$ cat src/rtl/rpsc_pkg.sv
// -----------------------------------------------------------------------------
// rpsc_pkg
// Shared definitions for the RPSC card-3 input conditioner:
//   - channel bit map of the field input vector,
//   - default integrator width / full-scale values (normal and test mode),
//   - default low-pass mask (which channels are integrated vs. sync-only),
//   - channel vector type and integrator direction type.
// -----------------------------------------------------------------------------
package rpsc_pkg;

   localparam int unsigned RPSC_N_CH = 32'd14;

   // Channel bit map of raw_in / filt_out
   localparam int unsigned CH_I4_U_G2_LOW     = 32'd0;
   localparam int unsigned CH_I7_U_G2_HIGH    = 32'd1;
   localparam int unsigned CH_I59_DR_AMP      = 32'd2;
   localparam int unsigned CH_I12_BRK_CLOSED  = 32'd3;
   localparam int unsigned CH_I15_BRK_OPEN    = 32'd4;
   localparam int unsigned CH_I18_FAN_OK      = 32'd5;
   localparam int unsigned CH_I21_DOOR_CLOSED = 32'd6;
   localparam int unsigned CH_I24_ESTOP_OK    = 32'd7;
   localparam int unsigned CH_I27_G2_PS_ACT   = 32'd8;
   localparam int unsigned CH_I30_TEMP_OK     = 32'd9;
   localparam int unsigned CH_I33_WATER_OK    = 32'd10;
   localparam int unsigned CH_I36_VAC_OK      = 32'd11;
   localparam int unsigned CH_I41_INTLK_EXT   = 32'd12;
   localparam int unsigned CH_I45_SPARE       = 32'd13;

   // Integrator defaults: ~10 ms at 781.25 kHz in the field build,
   // a short 8-step window for simulation builds.
   localparam int unsigned RPSC_CNT_W_DEF       = 32'd13;
   localparam int unsigned RPSC_FILT_TARGET_DEF = 32'd7812;
   localparam int unsigned RPSC_CNT_W_TEST      = 32'd4;
   localparam int unsigned RPSC_FILT_TARGET_TEST = 32'd8;

   // G2_PS_ACT (bit 8) and DR_AMP (bit 2) are integrated, the rest bypass
   localparam logic [RPSC_N_CH-1:0] RPSC_LPF_MASK_DEF = 14'h0104;

   typedef logic [RPSC_N_CH-1:0] rpsc_ch_vec_t;

   // Direction of the most recent integrator step
   typedef enum logic {
      DIR_DOWN = 1'b0,
      DIR_UP   = 1'b1
   } rpsc_dir_e;

   // One-hot channel vector for a given channel index
   function automatic rpsc_ch_vec_t ch_bit(input int unsigned idx);
      rpsc_ch_vec_t v;
      v = '0;
      v[idx] = 1'b1;
      return v;
   endfunction

endpackage

$ cat src/rtl/rpsc_lpf_channel.sv
// -----------------------------------------------------------------------------
// rpsc_lpf_channel
// One conditioner channel: 2-flop synchroniser, saturating up/down integrator
// with hysteresis on its end points, rise/fall strobes and a sticky chatter
// flag. With FILTERED=0 the channel is a pure synchroniser plus one output
// register; integrator and chatter logic stay idle at zero.
// Ports:
//   clk          system clock
//   reset        asynchronous active-low reset
//   raw          unsynchronised field input
//   chatter_clr  one-cycle clear request for the chatter flag
//   filt         conditioned level (registered)
//   rise_stb     one-cycle pulse on filt 0->1 (registered)
//   fall_stb     one-cycle pulse on filt 1->0 (registered)
//   chatter      sticky direction-reversal flag (registered)
// -----------------------------------------------------------------------------
module rpsc_lpf_channel
   import rpsc_pkg::*;
#(
   parameter int unsigned CNT_W       = 32'd13,
   parameter int unsigned FILT_TARGET = 32'd7812,
   parameter bit          FILTERED    = 1'b1
) (
   input  logic clk,
   input  logic reset,
   input  logic raw,
   input  logic chatter_clr,
   output logic filt,
   output logic rise_stb,
   output logic fall_stb,
   output logic chatter
);

   localparam logic [CNT_W-1:0] TARGET_C = CNT_W'(FILT_TARGET);
   localparam logic [CNT_W-1:0] ZERO_C   = {CNT_W{1'b0}};
   localparam logic [CNT_W-1:0] ONE_C    = CNT_W'(1);

   logic             s1_r;
   logic             s2_r;
   logic [CNT_W-1:0] cnt_r;
   rpsc_dir_e        dir_r;
   logic             filt_r;
   logic             rise_r;
   logic             fall_r;
   logic             chatter_r;

   logic [CNT_W-1:0] cnt_next_s;
   rpsc_dir_e        dir_next_s;
   logic             filt_next_s;
   logic             chatter_set_s;
   logic             chatter_next_s;
   logic             dir_is_up_s;

   assign dir_is_up_s = (dir_r == DIR_UP);

   // Integrator step, hysteresis level and chatter detection
   always_comb begin
      cnt_next_s    = cnt_r;
      dir_next_s    = dir_r;
      filt_next_s   = filt_r;
      chatter_set_s = 1'b0;
      if (FILTERED) begin
         if (s2_r && (cnt_r < TARGET_C)) begin
            cnt_next_s = cnt_r + ONE_C;
            dir_next_s = DIR_UP;
         end else if (!s2_r && (cnt_r != ZERO_C)) begin
            cnt_next_s = cnt_r - ONE_C;
            dir_next_s = DIR_DOWN;
         end else begin
            cnt_next_s = cnt_r;
            dir_next_s = dir_r;
         end
         // Level only changes when the integrator reaches an end point
         if (cnt_next_s == TARGET_C) begin
            filt_next_s = 1'b1;
         end else if (cnt_next_s == ZERO_C) begin
            filt_next_s = 1'b0;
         end else begin
            filt_next_s = filt_r;
         end
         // Input reversed while integrating: the line is bouncing
         if ((cnt_r != ZERO_C) && (cnt_r < TARGET_C) && (s2_r != dir_is_up_s)) begin
            chatter_set_s = 1'b1;
         end else begin
            chatter_set_s = 1'b0;
         end
      end else begin
         cnt_next_s    = ZERO_C;
         dir_next_s    = DIR_DOWN;
         filt_next_s   = s2_r;
         chatter_set_s = 1'b0;
      end
      // A new chatter event beats a simultaneous clear request
      chatter_next_s = chatter_set_s | (chatter_r & ~chatter_clr);
   end

   // Synchroniser, integrator state and registered outputs
   always_ff @(posedge clk or negedge reset) begin
      if (!reset) begin
         s1_r      <= 1'b0;
         s2_r      <= 1'b0;
         cnt_r     <= ZERO_C;
         dir_r     <= DIR_DOWN;
         filt_r    <= 1'b0;
         rise_r    <= 1'b0;
         fall_r    <= 1'b0;
         chatter_r <= 1'b0;
      end else begin
         s1_r      <= raw;
         s2_r      <= s1_r;
         cnt_r     <= cnt_next_s;
         dir_r     <= dir_next_s;
         filt_r    <= filt_next_s;
         rise_r    <= filt_next_s & ~filt_r;
         fall_r    <= ~filt_next_s & filt_r;
         chatter_r <= chatter_next_s;
      end
   end

   assign filt     = filt_r;
   assign rise_stb = rise_r;
   assign fall_stb = fall_r;
   assign chatter  = chatter_r;

endmodule

$ cat src/rtl/rpsc_input_conditioner.sv
// -----------------------------------------------------------------------------
// rpsc_input_conditioner
// Front-end conditioning for the RPSC card-3 field inputs. Each channel is
// synchronised; channels selected by LPF_MASK are additionally integrated so
// short disturbances never reach the alarm/permission logic. All outputs are
// registered inside the channel instances.
// Ports:
//   clk          system clock (781.25 kHz)
//   reset        asynchronous active-low reset
//   raw_in       unsynchronised field inputs (bit map in rpsc_pkg)
//   chatter_clr  per-channel one-cycle chatter clear
//   filt_out     conditioned levels to card-3 inputs
//   rise_stb     per-channel one-cycle 0->1 pulse
//   fall_stb     per-channel one-cycle 1->0 pulse
//   chatter      per-channel sticky chatter flags
// -----------------------------------------------------------------------------
module rpsc_input_conditioner
   import rpsc_pkg::*;
#(
   parameter int unsigned     N_CH        = RPSC_N_CH,
   parameter int unsigned     CNT_W       = RPSC_CNT_W_DEF,
   parameter int unsigned     FILT_TARGET = RPSC_FILT_TARGET_DEF,
   parameter logic [N_CH-1:0] LPF_MASK    = RPSC_LPF_MASK_DEF,
   parameter bit              TEST_MODE   = 1'b0
) (
   input  logic            clk,
   input  logic            reset,
   input  logic [N_CH-1:0] raw_in,
   input  logic [N_CH-1:0] chatter_clr,
   output logic [N_CH-1:0] filt_out,
   output logic [N_CH-1:0] rise_stb,
   output logic [N_CH-1:0] fall_stb,
   output logic [N_CH-1:0] chatter
);

   // Simulation builds shrink the integrator to an 8-step window
   localparam int unsigned EFF_CNT_W  = TEST_MODE ? RPSC_CNT_W_TEST : CNT_W;
   localparam int unsigned EFF_TARGET = TEST_MODE ? RPSC_FILT_TARGET_TEST : FILT_TARGET;

   for (genvar k = 0; k < N_CH; k++) begin : g_ch
      rpsc_lpf_channel #(
         .CNT_W       (EFF_CNT_W),
         .FILT_TARGET (EFF_TARGET),
         .FILTERED    (LPF_MASK[k])
      ) u_ch (
         .clk         (clk),
         .reset       (reset),
         .raw         (raw_in[k]),
         .chatter_clr (chatter_clr[k]),
         .filt        (filt_out[k]),
         .rise_stb    (rise_stb[k]),
         .fall_stb    (fall_stb[k]),
         .chatter     (chatter[k])
      );
   end

endmodule

$ cat config.mk
export PLATFORM = sky130hd
export DESIGN_NAME = rpsc_input_conditioner
export DESIGN_NICKNAME = d
export VERILOG_FILES = /design/src/rtl/rpsc_pkg.sv /design/src/rtl/rpsc_lpf_channel.sv /design/src/rtl/rpsc_input_conditioner.sv
export SDC_FILE = /design/constraint.sdc
export NUM_CORES = 1
export LEC_CHECK = 0
export ABC_AREA = 1
export BUFFER_PORTS_ARGS = -buffer_cell sky130_fd_sc_hd__buf_2
export CORE_MARGIN = 2
export CORE_UTILIZATION = 45
export DETAILED_ROUTE_END_ITERATION = 8
export PLACE_DENSITY = 0.73
export REMOVE_ABC_BUFFERS = 1
export SLEW_MARGIN = 5
export SYNTH_ARGS = -nofsm -noshare
export SYNTH_HDL_FRONTEND = slang
export SYNTH_SLANG_ARGS = --single-unit
$ cat constraint.sdc
create_clock -name clk -period 2.8 [get_ports clk]
set_clock_uncertainty 0.05 [all_clocks]
set_input_delay 0.56 -clock clk [delete_from_list [all_inputs] [get_ports clk]]
set_output_delay 0.56 -clock clk [all_outputs]
set_load 0.02 [all_outputs]
* Word level (Yosys, flattened, before mapping) *
Index checks and enable logic that the tools add are counted.

word-level totals
  bits in registers = 112
  input bits = 30
  output and inout port bits = 56
  word-level logic and storage cells = 214

operators by class
  add/sub/neg operators = 4
  magnitude comparators = 2
  equal/unequal tests = 4
  muxes and demuxes = 14
  bitwise logic cells = 86
  reduce and logical (&&, ||, !) cells = 16

operators by type and width
  operator                                                               count
  13-bit 2-to-1 mux                                                      4
  1-bit bitwise AND                                                      42
  1-bit inverter                                                         42
  13-bit by 1-bit adder with 13-bit output (second input constant)       2
  13-bit equality test (second input constant)                           2
  13-bit logical NOT                                                     2
  13-bit less-than comparator (second input constant)                    2
  13-bit nonzero test                                                    2
  13-bit by 1-bit subtractor with 13-bit output (second input constant)  2
  1-bit 2-to-1 mux                                                       10
  1-bit logical AND                                                      8
  2-bit nonzero test                                                     2
  1-bit logical NOT                                                      2
  1-bit inequality test                                                  2
  1-bit OR                                                               2

* Depth between registers and ports, before layout *
  word-level depth = 9
  mapped depth = 18
  depth with buffers taken out = 17

* Hierarchy *
A second synthesis with hierarchy kept.

second synthesis, totals
  cells, all modules = 686
  area total of the unflattened synthesis = 5477.8 um^2

by module, submodules not included
  module                                times used  cells each  area each (um^2)
  rpsc_lpf_channel at g_ch[2].u_ch ...  2           271         1702.9
  rpsc_lpf_channel at g_ch[0].u_ch ...  12          12          172.7

* Worst setup path before layout *
No wires, ideal clock.

  kind = register -> register
  start point = register g_ch[2].u_ch.cnt_r[0]
  end point = register g_ch[2].u_ch.filt_r
  arrival time = 1.883 ns
  required time = 2.633 ns
  path slack = 0.750 ns
  cell stages (with the launch flop) = 17
  period minus slack after synthesis = 2.050 ns
  path through = dfrtp_1 inv_1 ha_1 nand2_4 nor2_4 nand2_4 nand2_4 buf_8 nand2_4 nand3_2 nand2_2 nor2_1 nand2_1 nor2_4 nand2_1 nand2_1 nand2_1

between the ends
  longest elaborated chain between the ends = 7
  elaborated cells on any way between the ends = 12

ends and longest elaborated chain
  element                                                                                line                     text
  from (decl)                                                                            rpsc_lpf_channel.sv:40   logic [CNT_W-1:0] cnt_r;
  from (signal assigned)                                                                 rpsc_lpf_channel.sv:111  cnt_r <= cnt_next_s;
  branches (longest 3 deep; another with 13-bit by 1-bit subtractor with 13-bit output)  --
  13-bit 2-to-1 mux *                                                                    rpsc_lpf_channel.sv:63   if (s2_r && (cnt_r < TARGET_C)) begin
  via g_ch[2].u_ch.cnt_next_s[1]                                                         rpsc_lpf_channel.sv:47   logic [CNT_W-1:0] cnt_next_s;
  13-bit logical NOT                                                                     rpsc_lpf_channel.sv:76   end else if (cnt_next_s == ZERO_C) begin
  1-bit 2-to-1 mux                                                                       rpsc_lpf_channel.sv:76
  1-bit 2-to-1 mux *                                                                     rpsc_lpf_channel.sv:74   if (cnt_next_s == TARGET_C) begin
  via g_ch[2].u_ch.filt_next_s                                                           rpsc_lpf_channel.sv:49   logic filt_next_s;
  to (signal assigned)                                                                   rpsc_lpf_channel.sv:113  filt_r <= filt_next_s;
  to (decl)                                                                              rpsc_lpf_channel.sv:42   logic filt_r;

Mark *: on every way through the listed nets, which the timed path passes.
A chain may end at the register's enable or synchronous reset.

* Final worst setup path *
  start point = register g_ch[2].u_ch.cnt_r[0]
  end point = register g_ch[2].u_ch.filt_r

between the ends
  longest elaborated chain between the ends = 7
  elaborated cells on any way between the ends = 12

ends and longest elaborated chain
  element                                                                                line
  branches (longest 3 deep; another with 13-bit by 1-bit subtractor with 13-bit output)  --
  13-bit 2-to-1 mux *                                                                    rpsc_lpf_channel.sv:63
  13-bit logical NOT                                                                     rpsc_lpf_channel.sv:76
  1-bit 2-to-1 mux                                                                       rpsc_lpf_channel.sv:76
  1-bit 2-to-1 mux *                                                                     rpsc_lpf_channel.sv:74
  via g_ch[2].u_ch.filt_next_s                                                           rpsc_lpf_channel.sv:49

Marks and branches as above.

==> impl_metrics.ini <==
[synthesis]
syn_avg_cell_area_um2 = 8.29
synthXorXnorAreaFrac = 0.0395
synth_seq_cells = 112
synthAdderAreaFrac = 0.00869
yosys-top-cells-area = dfrtp_1, nand2_1, buf_4
synth_cell_type_count = 27
synth_top_cell_by_area = dfrtp_1
ys_seq_area_frac = 0.486
ys_warn_count = 0
netlist_instances = 695
synth_edf_count = 0
synth-simple-area-share = 0.301
synth_top_area_frac = 0.486
synthMuxAreaShare = 0
synth_top_family_by_area = simple AND/OR/NAND/NOR gates
synth_compound_area_frac = 0.0167
synthFlopType = dfrtp_1
async_reset_ff_frac = 1.00
syn_area_um2 = 5760

[timing]
finalSetupViolCount = 0
layout_setup_ws_ns = 0.362
post-route-period-util = 0.871
post-route-min-period_ns = 2.44
worst_pin_slew_ns = 0.606
rsz0062_at_grt = false
slew_viol_final = 0
finalHoldViolCount = 0
slew_headroom = 0.596
setup_tns_ns = 0
max_freq_mhz = 410

[critical_path]
cp-end-kind = flip-flop
cp.arrival_ns = 2.63
r2r_start = g_ch[2].u_ch.cnt_r[0]$_DFF_PN0_
cp_max_fo = 14
crit_type = flip-flop to flip-flop
crit_start = g_ch[2].u_ch.cnt_r[0]$_DFF_PN0_
cp.required_ns = 2.99
cp-start-kind = flip-flop

[global_routing]
antenna_found_initial = 0
grt_max_degree = 48
grt_pass1_wl_mm = 18.1
gr-total-overflow = 0
grt_pass1_vias = 3832
grt_use_total = 0.170

[cts]
clock-sinks = 112
cts_buffer_depth = 2
tritoncts = yes
clockRootBuffer = clkbuf_16
post_cts_buffers = 0
clk_latency_ns = 0.35
clk_pin_slew_ns = 0.07
htree_levels = 3
cts_buffers = 9
hold_buffers = 0
cts_resized = 0

[floorplan]
io_pins = 86
start_util = 0.458
fp-row-count = 41
die-area_um2 = 13700
core_region_area_um2 = 12600
die_h_um = 117
die_x_um = 117

[placed_design]
hpwl_mm = 7.94
place.gp.congestion = 0.931
place_ws_ns = 0.408
io_buffers = 85

[cells_and_area]
final_cell_mix = nand2_1, dfrtp_1, buf_2, nor2_1, inv_1
nets = 758
layout-drive-gt1-share = 0.203
syn_to_final_growth_pct = 7.64
final_common_cell = nand2_1
n_antenna_cell = 0

[power]
powerDensity_nw_per_um2 = 870
peakVddDrop_uv = 461
power.leakage_nw = 3.34

[route]
vias_per_cell = 4.58
postRouteAntennaNets = 0
drtIter0Drc = 259
dr.pass1.iters = 4
vias = 4130
drcViolationCount = 0
wire_per_inst_um = 11.8
wirelength_mm = 10.7

[run]
drv_cap = 0

[status]
status = finished, final reports clean

[worst_hold_path]
hp-class = input port to async pin
[path summary, 6_finish.rpt]
path	to	slack [ns]	cells past startpoint
max in group asynchronous	g_ch[11].u_ch.rise_stb$_DFF_PN0_	1.77	2
min reg2reg	g_ch[6].u_ch.filt_next_s$_DFF_PN0_	0.30	0
max reg2reg	g_ch[2].u_ch.filt$_DFF_PN0_	0.36	15
min in group clk	g_ch[13].u_ch.s1_r$_DFF_PN0_	0.26	1
max	g_ch[2].u_ch.filt$_DFF_PN0_	0.36	15
min	g_ch[8].u_ch.rise_stb$_DFF_PN0_	0.17	1
[area by class of cell]
class | instances | area, um2
Sequential cell | 112 | 2800
Inverter | 85 | 319
Clock inverter | 3 | 50.0
Clock buffer | 13 | 250
Timing Repair Buffer | 87 | 455
Multi-Input combinational cell | 429 | 2110
Tap cell | 172 | 215
Fill cell | 1186 | 6370
[metal layers]
layer  up-vias  GRT usage  share of wire  routed length [um]
li1       2126          -              -                   -
met4         0     0.0510          0.015                 157
met2       111      0.269           0.48                5070
met1      1879      0.222           0.45                4850
met3        14     0.0572          0.055                 581
met5         -          0              0                   0
[cell families (layout without fill, tap and decap cells)]
kind of cell | Yosys count | after routing
DFF | 112 | 112
xor gates and xnor gates | 26 | 26
and+or+nand+nor | 381 | 381
AOI/OAI and AO/OA | 18 | 18
adders and majority gates | 4 | 4
buffers and inverters | 154 | 188
[power breakdown]
part | switching (mW) | leakage (nW) | internal (mW)
Combinational | 1.30 | 1.78 | 0.676
Sequential | 0.321 | 1.41 | 1.81
Clock | 0.560 | 0.146 | 0.728
[worst max-delay path: stages (launching register included)]
cell     delay [ns]
dfrtp_1        0.45
inv_1          0.15
ha_1           0.33
nand2_4        0.11
nor2_4         0.14
nand2_4        0.09
nand2_4        0.17
inv_2          0.08
nand2_1        0.07
nand2_1        0.05
a21oi_1        0.17
nand3_1        0.15
nor2_4         0.16
nand2_1        0.07
nand2_1        0.05
nand2_1        0.04
[per-stage QoR]
stage / power [mW] / util / area, um2 / hold slack [ns] / instances
floorplan: 3.63 / - / 5230 / 0.214 / 626
global placement: 4.11 / 0.470 / 5900 / 0.282 / 885
detailed placement: 4.12 / 0.470 / 5900 / 0.285 / 885
CTS: 5.45 / 0.493 / 6200 / 0.178 / 901
global route: 5.86 / 0.493 / 6200 / 0.204 / 901
finish: 5.39 / 0.493 / 6200 / 0.174 / 901
[registers in the layout, summed over array words and instances (netlist names)]
| name | flops |
|---|---|
| g_ch.u_ch.filt_next_s | 12 |
| g_ch.u_ch.rise_stb | 14 |
| g_ch.u_ch.s2_r | 2 |
| g_ch.u_ch.fall_stb | 14 |
| g_ch.u_ch.dir_is_up_s | 2 |
| g_ch.u_ch.filt | 14 |
| g_ch.u_ch.chatter | 14 |
| g_ch.u_ch.s1_r | 14 |
| g_ch.u_ch.cnt_r | 26 |
[Yosys cell counts (2+ instances only)]
cell type	n
a21oi_1	6
buf_2	4
buf_4	56
buf_6	6
clkbuf_1	2
dfrtp_1	112
ha_1	4
inv_1	81
inv_2	4
nand2_1	187
nand2_2	12
nand2_4	7
nand3_1	49
nand3_2	5
nand3b_1	2
nand4_1	7
nor2_1	83
nor2_2	10
nor2_4	9
nor3_1	10
o21ai_0	6
o21ai_1	4
xnor2_1	2
xor2_1	24
Note: power is estimated with default switching activity, not from simulation.
